## src/rtl/cgp_eval_pkg.sv

```systemverilog
// Shared types and constants for the CGP truth-table evaluator.
//   state_e    : sweep FSM states
//   cnt_width  : mismatch counter width large enough for a worst-case full sweep
//   DefNIn/DefNOut : default benchmark circuit geometry (8-in / 7-out PLA class)
package cgp_eval_pkg;

  localparam int unsigned DefNIn  = 8;
  localparam int unsigned DefNOut = 7;

  typedef enum logic [1:0] {
    StIdle,
    StRun,
    StDone
  } state_e;

  // Every output bit of every vector can mismatch: 2^n_in * n_out, plus one for zero.
  function automatic int unsigned cnt_width(input int unsigned n_in, input int unsigned n_out);
    return $clog2((2 ** n_in) * n_out + 1);
  endfunction

endpackage

```

## src/rtl/cgp_truth_table_evaluator_if.sv

```systemverilog
// Handshake/data bundle between the fitness controller, the evaluator, the candidate
// netlist and the golden ROM.
//   slave  : evaluator side (drives vec_o and the result signals)
//   master : controller/environment side (drives start/abort/limit and the two responses)
interface cgp_truth_table_evaluator_if
  import cgp_eval_pkg::*;
#(
  parameter int unsigned N_IN  = DefNIn,
  parameter int unsigned N_OUT = DefNOut,
  parameter int unsigned CNT_W = cnt_width(N_IN, N_OUT)
);

  logic             start;
  logic             abort;
  logic [CNT_W-1:0] limit_i;
  logic [N_IN-1:0]  vec_o;
  logic [N_OUT-1:0] dut_po_i;
  logic [N_OUT-1:0] gold_data;
  logic             busy;
  logic             done;
  logic             result_valid;
  logic [CNT_W-1:0] mismatch_cnt;
  logic             perfect;
  logic             over_limit;

  modport slave (
    input  start, abort, limit_i, dut_po_i, gold_data,
    output vec_o, busy, done, result_valid, mismatch_cnt, perfect, over_limit
  );

  modport master (
    output start, abort, limit_i, dut_po_i, gold_data,
    input  vec_o, busy, done, result_valid, mismatch_cnt, perfect, over_limit
  );

endinterface

```

## src/rtl/cgp_popcount.sv

```systemverilog
// Combinational population count.
//   bits_i  : W-bit input vector
//   count_o : number of set bits in bits_i
module cgp_popcount #(
  parameter int unsigned W  = 7,
  parameter int unsigned CW = $clog2(W + 1)
) (
  input  logic [W-1:0]  bits_i,
  output logic [CW-1:0] count_o
);

  always_comb begin
    count_o = '0;
    for (int i = 0; i < W; i++) begin
      count_o = count_o + CW'(bits_i[i]);
    end
  end

endmodule

```

## src/rtl/cgp_truth_table_evaluator.sv

```systemverilog
// Sweeps all 2^N_IN input vectors into a candidate circuit, compares each response with a
// golden ROM word and accumulates the Hamming distance, with optional early exit.
//   clk, rst : clock (rising edge) and asynchronous active-high reset
//   bus      : slave modport; start/abort/limit_i/dut_po_i/gold_data in, vector and results out
module cgp_truth_table_evaluator
  import cgp_eval_pkg::*;
#(
  parameter int unsigned N_IN   = DefNIn,
  parameter int unsigned N_OUT  = DefNOut,
  parameter int unsigned SETTLE = 1,
  parameter int unsigned CNT_W  = cnt_width(N_IN, N_OUT)
) (
  input logic                        clk,
  input logic                        rst,
  cgp_truth_table_evaluator_if.slave bus
);

  localparam int unsigned SlotW = $clog2(SETTLE + 1);
  localparam int unsigned PcW   = $clog2(N_OUT + 1);

  state_e           state_q, state_d;
  logic [SlotW-1:0] slot_q, slot_d;
  logic [N_IN-1:0]  vec_q, vec_d;
  logic [CNT_W-1:0] acc_q, acc_d;
  logic             busy_q, busy_d;
  logic             done_q, done_d;
  logic             valid_q, valid_d;
  logic [CNT_W-1:0] cnt_q, cnt_d;
  logic             perfect_q, perfect_d;
  logic             over_q, over_d;

  logic [PcW-1:0]   pc;
  logic [CNT_W-1:0] acc_new;
  logic             last_vec;
  logic             exceed;

  cgp_popcount #(
    .W (N_OUT),
    .CW(PcW)
  ) u_popcount (
    .bits_i (bus.dut_po_i ^ bus.gold_data),
    .count_o(pc)
  );

  assign acc_new  = acc_q + CNT_W'(pc);
  assign last_vec = &vec_q;
  assign exceed   = acc_new > bus.limit_i;

  always_comb begin
    state_d   = state_q;
    slot_d    = slot_q;
    vec_d     = vec_q;
    acc_d     = acc_q;
    busy_d    = busy_q;
    done_d    = 1'b0;
    valid_d   = valid_q;
    cnt_d     = cnt_q;
    perfect_d = perfect_q;
    over_d    = over_q;
    case (state_q)
      StIdle: begin
        if (bus.start && !bus.abort) begin
          state_d   = StRun;
          slot_d    = '0;
          vec_d     = '0;
          acc_d     = '0;
          busy_d    = 1'b1;
          valid_d   = 1'b0;
          cnt_d     = '0;
          perfect_d = 1'b0;
          over_d    = 1'b0;
        end
      end
      StRun: begin
        if (bus.abort) begin
          // vec_o is deliberately left where it was
          state_d = StIdle;
          busy_d  = 1'b0;
        end else if (slot_q == SlotW'(SETTLE)) begin
          // ROM word for vec_q has been valid since the previous edge
          acc_d  = acc_new;
          slot_d = '0;
          if (last_vec || exceed) begin
            state_d   = StDone;
            cnt_d     = acc_new;
            over_d    = exceed;
            perfect_d = (acc_new == '0) && last_vec && !exceed;
            busy_d    = 1'b0;
            done_d    = 1'b1;
            valid_d   = 1'b1;
          end else begin
            vec_d = vec_q + 1'b1;
          end
        end else begin
          slot_d = slot_q + 1'b1;
        end
      end
      StDone:  state_d = StIdle;
      default: state_d = StIdle;
    endcase
  end

  always_ff @(posedge clk or posedge rst) begin
    if (rst) begin
      state_q   <= StIdle;
      slot_q    <= '0;
      vec_q     <= '0;
      acc_q     <= '0;
      busy_q    <= 1'b0;
      done_q    <= 1'b0;
      valid_q   <= 1'b0;
      cnt_q     <= '0;
      perfect_q <= 1'b0;
      over_q    <= 1'b0;
    end else begin
      state_q   <= state_d;
      slot_q    <= slot_d;
      vec_q     <= vec_d;
      acc_q     <= acc_d;
      busy_q    <= busy_d;
      done_q    <= done_d;
      valid_q   <= valid_d;
      cnt_q     <= cnt_d;
      perfect_q <= perfect_d;
      over_q    <= over_d;
    end
  end

  assign bus.vec_o        = vec_q;
  assign bus.busy         = busy_q;
  assign bus.done         = done_q;
  assign bus.result_valid = valid_q;
  assign bus.mismatch_cnt = cnt_q;
  assign bus.perfect      = perfect_q;
  assign bus.over_limit   = over_q;

endmodule
```

## src/flat_wrapper.sv

```systemverilog
// flat-port wrapper written by rule: the top's interface ports become plain ports
module cgp_truth_table_evaluator_flat import cgp_eval_pkg::*;
#(
  parameter int unsigned N_IN   = DefNIn,
  parameter int unsigned N_OUT  = DefNOut,
  parameter int unsigned SETTLE = 1,
  parameter int unsigned CNT_W  = cnt_width(N_IN, N_OUT)
)
  (clk, rst, bus_start, bus_abort, bus_limit_i, bus_dut_po_i, bus_gold_data, bus_vec_o, bus_busy, bus_done, bus_result_valid, bus_mismatch_cnt, bus_perfect, bus_over_limit);
  cgp_truth_table_evaluator_if #(.N_IN(N_IN), .N_OUT(N_OUT), .CNT_W(CNT_W)) bus_i ();
  input logic clk;
  input logic rst;
  input wire logic [$bits(bus_i.start)-1:0] bus_start;
  input wire logic [$bits(bus_i.abort)-1:0] bus_abort;
  input wire logic [$bits(bus_i.limit_i)-1:0] bus_limit_i;
  input wire logic [$bits(bus_i.dut_po_i)-1:0] bus_dut_po_i;
  input wire logic [$bits(bus_i.gold_data)-1:0] bus_gold_data;
  output wire logic [$bits(bus_i.vec_o)-1:0] bus_vec_o;
  output wire logic [$bits(bus_i.busy)-1:0] bus_busy;
  output wire logic [$bits(bus_i.done)-1:0] bus_done;
  output wire logic [$bits(bus_i.result_valid)-1:0] bus_result_valid;
  output wire logic [$bits(bus_i.mismatch_cnt)-1:0] bus_mismatch_cnt;
  output wire logic [$bits(bus_i.perfect)-1:0] bus_perfect;
  output wire logic [$bits(bus_i.over_limit)-1:0] bus_over_limit;
  assign bus_i.start = bus_start;
  assign bus_i.abort = bus_abort;
  assign bus_i.limit_i = bus_limit_i;
  assign bus_i.dut_po_i = bus_dut_po_i;
  assign bus_i.gold_data = bus_gold_data;
  assign bus_vec_o = bus_i.vec_o;
  assign bus_busy = bus_i.busy;
  assign bus_done = bus_i.done;
  assign bus_result_valid = bus_i.result_valid;
  assign bus_mismatch_cnt = bus_i.mismatch_cnt;
  assign bus_perfect = bus_i.perfect;
  assign bus_over_limit = bus_i.over_limit;
  cgp_truth_table_evaluator #(.N_IN(N_IN), .N_OUT(N_OUT), .SETTLE(SETTLE), .CNT_W(CNT_W)) u_core (.clk(clk), .rst(rst), .bus(bus_i));
endmodule
```

## config.mk

```make
export PLATFORM = sky130hd
export DESIGN_NAME = cgp_truth_table_evaluator_flat
export DESIGN_NICKNAME = d
export VERILOG_FILES = /design/src/rtl/cgp_eval_pkg.sv /design/src/rtl/cgp_truth_table_evaluator_if.sv /design/src/rtl/cgp_popcount.sv /design/src/rtl/cgp_truth_table_evaluator.sv /design/src/flat_wrapper.sv
export SDC_FILE = /design/constraint.sdc
export NUM_CORES = 1
export LEC_CHECK = 0
export CAP_MARGIN = 20
export CORE_MARGIN = 1
export CORE_UTILIZATION = 35
export CTS_CLUSTER_DIAMETER = 60
export DETAILED_ROUTE_END_ITERATION = 12
export SYNTH_ARGS = -nofsm -noshare
export SYNTH_HDL_FRONTEND = slang
export SYNTH_HIERARCHICAL = 1
export SYNTH_SLANG_ARGS = --single-unit
export TNS_END_PERCENT = 50
```

## constraint.sdc

```tcl
create_clock -name clk -period 3.1 [get_ports clk]
set_clock_uncertainty 0.1 [all_clocks]
set_input_delay 0.62 -clock clk [delete_from_list [all_inputs] [get_ports clk]]
set_output_delay 0.62 -clock clk [all_outputs]
set_load 0.01 [all_outputs]
```

After elaboration in Yosys (flattened, before gate mapping)

Index checks and enable logic that the tools add are counted.

$lt $le $gt $ge: 1
Reductions and logical operators: 16
Add/sub/neg operators: 9
Mux-type cells: 43
Eq/ne operators: 8
Bitwise logic cells: 1

Operators with widths:

| cell                                           | count |
|---|---|
| 2-to-1 mux 11 bit                              | 6 |
| one-hot mux 11 bit (2 select lines)            | 2 |
| 2-to-1 mux 8 bit                               | 4 |
| 2-to-1 mux 1 bit                               | 20 |
| one-hot mux 8 bit (2 select lines)             | 1 |
| adder 3 x 1 -> 3 bit                           | 4 |
| adder 11 x 3 -> 11 bit                         | 1 |
| greater-than comparator 11 bit                 | 1 |
| logical NOT 11 bit                             | 1 |
| one-hot mux 1 bit (2 select lines)             | 5 |
| AND reduction 5 bit                            | 2 |
| adder 8 x 1 -> 8 bit (second input constant)   | 1 |
| 2-to-1 mux 2 bit                               | 4 |
| AND reduction 4 bit                            | 2 |
| AND reduction 8 bit                            | 1 |
| XOR 7 bit                                      | 1 |
| != test 2 x 1 -> 1 bit (second input constant) | 3 |
| != test 3 x 2 -> 1 bit (second input constant) | 2 |
| AND reduction 3 bit                            | 2 |
| != test 2 bit (second input constant)          | 2 |
| one-hot mux 2 bit (2 select lines)             | 1 |
| adder 2 x 1 -> 3 bit                           | 1 |
| logical AND 1 bit                              | 3 |
| adder 1 x 1 -> 2 bit                           | 1 |
| 6 further kinds                                | 7 |

Logic and storage cells: 88
Output and inout bits: 24
Bits of input ports: 29
Register bits: 38

Logic depth before layout (Yosys ltp)

Depth in word-level cells: 15
Depth in mapped cells: 21
Mapped depth without buffers: 20

By module

The synthesis kept the hierarchy.

By module, submodules not included:

| module                    | sequential area each (µm²) | cells an instance | area each (µm²) | instances |
|---|---|---|---|---|
| cgp_truth_table_evaluator | 950.9                      | 252               | 2377.3          | 1 |
| cgp_popcount              | 0.0                        | 12                | 110.1           | 1 |

Worst setup path before layout

Ideal clock, no wire load.

Kind: input to register
From: input port bus_dut_po_i[0]
To: register u_core.vec_q[7] (netlist: u_core/bus.vec_o[7])
Data required time: 2.930 ns
Arrival: 5.323 ns
Path buffers: 1
Stages: 21
Slack: -2.393 ns
Setup time: 0.070 ns
Path through: xor2_1 inv_1 fa_1 fa_1 inv_1 fa_1 fa_1 fa_1 a21oi_1 nor2_1 nand4_1 xor2_1 inv_1 ha_1 nand3_1 nor2_1 a211oi_2 a211oi_2 buf_6 or4_1 nand3_1

Cells in the longest elaborated chain, start to end: 12

Ends and longest elaborated chain:

| item                              | line                             | text |
|---|---|---|
| from (decl)                       | flat_wrapper.sv:16               | `input wire logic [$bits(bus_i.dut_po_i)-1:0] bus_dut_po_i;` |
| XOR 7 bit                         | cgp_truth_table_evaluator.sv:41  | `.bits_i (bus.dut_po_i ^ bus.gold_data),` |
| adder 1 x 1 -> 2 bit              | cgp_popcount.sv:15               | `count_o = count_o + CW'(bits_i[i]);` |
| adder 2 x 1 -> 3 bit              | cgp_popcount.sv:15               |  |
| adder 3 x 1 -> 3 bit (4 in a row) | cgp_popcount.sv:15               |  |
| via u_core.pc[1]                  | cgp_truth_table_evaluator.sv:32  | `logic [PcW-1:0] pc;` |
| adder 11 x 3 -> 11 bit            | cgp_truth_table_evaluator.sv:45  | `assign acc_new = acc_q + CNT_W'(pc);` |
| greater-than comparator 11 bit    | cgp_truth_table_evaluator.sv:47  | `assign exceed = acc_new > bus.limit_i;` |
| logical OR 1 bit                  | cgp_truth_table_evaluator.sv:83  | `if (last_vec \|\| exceed) begin` |
| != test 2 bit (no line)           | n/a                              |  |
| AND reduction 5 bit (no line)     | n/a                              |  |
| to (signal assigned)              | cgp_truth_table_evaluator.sv:118 | `vec_q <= vec_d;` |
| to (decl)                         | cgp_truth_table_evaluator.sv:23  | `logic [N_IN-1:0] vec_q, vec_d;` |

The timed path passes the listed nets, and every way through them passes these cells.
A chain may end at the register's enable or synchronous reset.

Final worst setup path

From: input port bus_dut_po_i[0]
To: register u_core.vec_q[5] (netlist: u_core/bus.vec_o[5])

The elaborated chain is that of the path after synthesis.

==> results.md <==
* Run status: finished with violations
* Violations in the final reports: setup timing
* Largest area contributor in the synthesized netlist: sky130_fd_sc_hd__dfrtp_1
* Top post-synthesis cells by area: sky130_fd_sc_hd__dfrtp_1, sky130_fd_sc_hd__ha_1, sky130_fd_sc_hd__xor2_1
* Area share of and/or/nand/nor cells after synthesis at 17.7%
* Net count reported at finish at 420
* Antenna-violating nets left at 0
* Worst-path fanout max at 4
* Fraction of registers with async set/reset at between 90% and 100%
* Clock tree from TritonCTS: yes
* Final Util at 59.0%
* Routability Congestion at around 0.77
* Reported max-cap violation count at 0
* Most used standard cell by instance count after synthesis: sky130_fd_sc_hd__dfrtp_1
* GRT met3 Usage at 3.14%
* Initial core utilization at 36.4%
* Adder-cell share of the synthesized area at a little under an eighth
* Number of remaining DRC errors at 0
* Placed standard-cell area at about 3400 um2
* Horiz. Die Dim at ~86 um
* Synthesis warning total at 6
* IO Pins at between 50 and 60
* Maximum clock path buffer count at 2
* Least-Margin Pin Slew at between 0.5 and 0.6 ns
* Area fraction in compound gates after synthesis at about a fifth
* Hold buffers post-CTS at 0
* Critical Path Slowest Stage Cell: sky130_fd_sc_hd__fa_1
* Later-pin clock latency in the skew report at around 0.30 ns
* Final Cycle Share at 171%
* Xor/xnor share of the synthesized area at roughly 5.6%
* Ys flop type: sky130_fd_sc_hd__dfrtp_1
* Leakage dissipation at around 0.0018 uW
* Antenna violations before repair at 0
* Worst reg2reg setup slack at -0.28 ns
* H-Tree Depth at 2
* Share of synthesized area spent on multiplexers at 0.402%
* Worst path cell trace: buf_6 > xor2_1 > inv_1 > fa_1 > fa_1 > inv_1 > fa_2 > fa_1 > ha_1 > nand3_2 > a21oi_2 > nand3_1 > xor2_2 > inv_1 > ha_4 > a21o_4 > a211oi_4 > a211oi_2 > buf_4 > or3_1 > a31o_2
* Sink count of the clock tree at 38
* Delay of the slowest cell on the worst path at about 0.51 ns
* Fmax achieved at around 190 MHz
* Post-synthesis cell count at 264
* Estimated wirelength of the detail-placed design at around 4.7 mm
* Combinational family with the most area after synthesis: compound AO/OA/AOI/OAI gates
* Hold violation count in the final report at 0
* Startpoint types: input pin
* Hold Slack at ~0.39 ns
* Number of setup violations in the final report at 36
* Detail-routed via count per cell at approximately 5
* Clock root buffer master: sky130_fd_sc_hd__clkbuf_8
* Top cell type's share of synthesized area at between 30% and 40%
* Total of flip-flops plus latches after synthesis at 38
* Global-route congestion overflow total at 0
* Arrival time of data at the critical path endpoint at 5.39 ns
* Die height at 86.3 um
* Global-route total usage across every layer at around a fifth
* Post-synth top cells: sky130_fd_sc_hd__dfrtp_1, sky130_fd_sc_hd__nand2_1, sky130_fd_sc_hd__inv_1
* Count of antenna diodes in the layout at 0
* GR Layer Usage met1 at approximately 25%
* Hold Crit Class: reg -> reg
* Iteration count of the initial detailed-routing pass at 4
* Family with the most delay on the worst path: adder cells
* Worst Path Required at approximately 3.2 ns
* Share of layout cells above drive strength 1 at between 30 and 40%
* Clk pin slew, worst setup/hold paths at approximately 0.080 ns
* First-pass GRT wire length at approximately 12 mm
* Global-route track usage on met2 at a little under two fifths
* Mean cell area of the mapped netlist at 9.42 um2
* Final WS setup at -2.19 ns
* Synthesis-to-layout area growth at 61.9%
* Synth Cell Area at about 2500 um2
* Worst supply voltage drop on vdd at approximately 0.00026 V
* I/O Buffers at between 50 and 60
* Pin count of the biggest net entering global routing at 39
* Number of synthesized flops with an enable pin at 0
* Worst slew margin relative to its limit at approximately 64%
* Via count of the first global-routing pass at 2,506
* Iteration-0 DRC Markers at between 80 and 90
* Total power consumption of the routed design at around 2200 uW
* Wire length per cell after detailed routing at 15.4 um
* Standard cell core area at approximately 7000 um2
* CTS buffer count at 5
* Die footprint at roughly 7400 um2
* Buffers and inverters on the worst path at 5
* Fin area at ~4000 um2
* Critical path type: in -> reg
* Total count of max-transition violations in the final report at 0
* Endpoint type of the worst setup path: flip-flop
* Vias after detailed routing at about 2.4k
* Total nets after synthesis at between 300 and 400
* RSZ-0062 raised after global routing: true
* Routed WL at roughly 7.2 mm
* Distinct cell type count of the synthesized netlist at approximately 50
* Post-layout minimum cycle time at about 5.3 ns
* Post-synthesis sequential area ratio at 38.2%
* Layer carrying the most global-route usage: met2
* Cell area power density at 542 nW/um2
* Rows at 30
## cells in the final DEF, fill, tap and decap left out, drive strengths merged, types with 3 or more instances in the layout
cell | Yosys | final
a211oi | 3 | 3
a21oi | 12 | 12
a22o | 13 | 13
a31o | 4 | 4
buf | 8 | 68
clkbuf | 6 | 6
clkdlybuf4s50 | 0 | 46
dfrtp | 38 | 38
fa | 5 | 5
ha | 15 | 15
inv | 26 | 26
nand2 | 28 | 28
nand3 | 12 | 12
nand4 | 10 | 10
nand4b | 3 | 3
nor2 | 12 | 12
nor3 | 5 | 5
o21ai | 17 | 17
o31ai | 4 | 4
xor2 | 15 | 15
## per-layer routing
layer  vias to the layer above  part of all wire, %
li1                       1157                    -
met1                      1157                   43
met2                        58                   53
met3                        10                  3.0
met4                         0                  1.7
met5                         -                    0
## where the power goes
| group | total, uW | switching [uW] | internal [uW] |
|---|---|---|---|
| clock network | 371 | 192 | 179 |
| registers | 651 | 92.6 | 559 |
| logic | 1160 | 582 | 578 |
## kinds of logic (layout without fill, tap and decap cells)
group / Yosys count / after routing
AND/OR/NAND/NOR: 82 / 82
AO/OA/AOI/OAI: 67 / 67
buffers and inverters: 40 / 148
flip-flops: 38 / 38
adder cells (fa/ha/maj): 20 / 20
XOR/XNOR: 16 / 16
multiplexers: 1 / 1
## tightest hold or removal path, stage by stage, from the launching register on
cell                      delay [ns]
sky130_fd_sc_hd__dfrtp_1        0.35
sky130_fd_sc_hd__nand2_1        0.06
sky130_fd_sc_hd__o21ai_2        0.05
## worst paths after layout
path | to | from | cells past startpoint
worst max-delay path | u_core/bus.vec_o[5] | bus_dut_po_i[0] | 21
worst min-delay path | u_core/bus.over_limit | u_core/bus.over_limit | 2
min in group asynchronous | u_core/bus.vec_o[4] | rst | 3
worst min register to register | u_core/bus.over_limit | u_core/bus.over_limit | 2
max in group asynchronous | u_core/bus.mismatch_cnt[5] | rst | 3
worst max register to register | u_core/bus.mismatch_cnt[7] | u_core/acc_q[0] | 15
## metrics by stage
stage | TNS, ns | cells | worst slack (ns)
2_1_floorplan | -61.36 | 264 | -2.16
3_3_place_gp | -94.37 | 433 | -3.32
3_5_place_dp | -98.51 | 433 | -3.44
4_1_cts | -61.89 | 464 | -2.18
5_1_grt | -67.59 | 468 | -2.38
6_report | -61.61 | 468 | -2.19
## final cells by class
type / instances / area (um2)
Clock buffer: 6 / 82.6
Clock inverter: 2 / 12.5
Fill cell: 609 / 2800
Inverter: 26 / 97.6
Multi-Input combinational cell: 186 / 1740
Sequential cell: 38 / 951
Tap cell: 96 / 120
Timing Repair Buffer: 114 / 1020
## what timing repair did
action / CTS / global route
resized for setup: 76 / 25
setup endpoints to repair: 37 / 37
buffers inserted: 22 / 3
gates cloned: 1 / 1
pin swaps: 52 / 17
## flip-flops by register name (all words and copies together), names as in the netlist
register,flops
u_core/bus.mismatch_cnt,11
u_core/slot_q,1
u_core/bus.busy,1
u_core/bus.result_valid,1
u_core/bus.perfect,1
u_core/bus.vec_o,8
u_core/acc_q,11
u_core/bus.done,1
u_core/state_q,2
u_core/bus.over_limit,1
(Power assumes the default switching activity.)
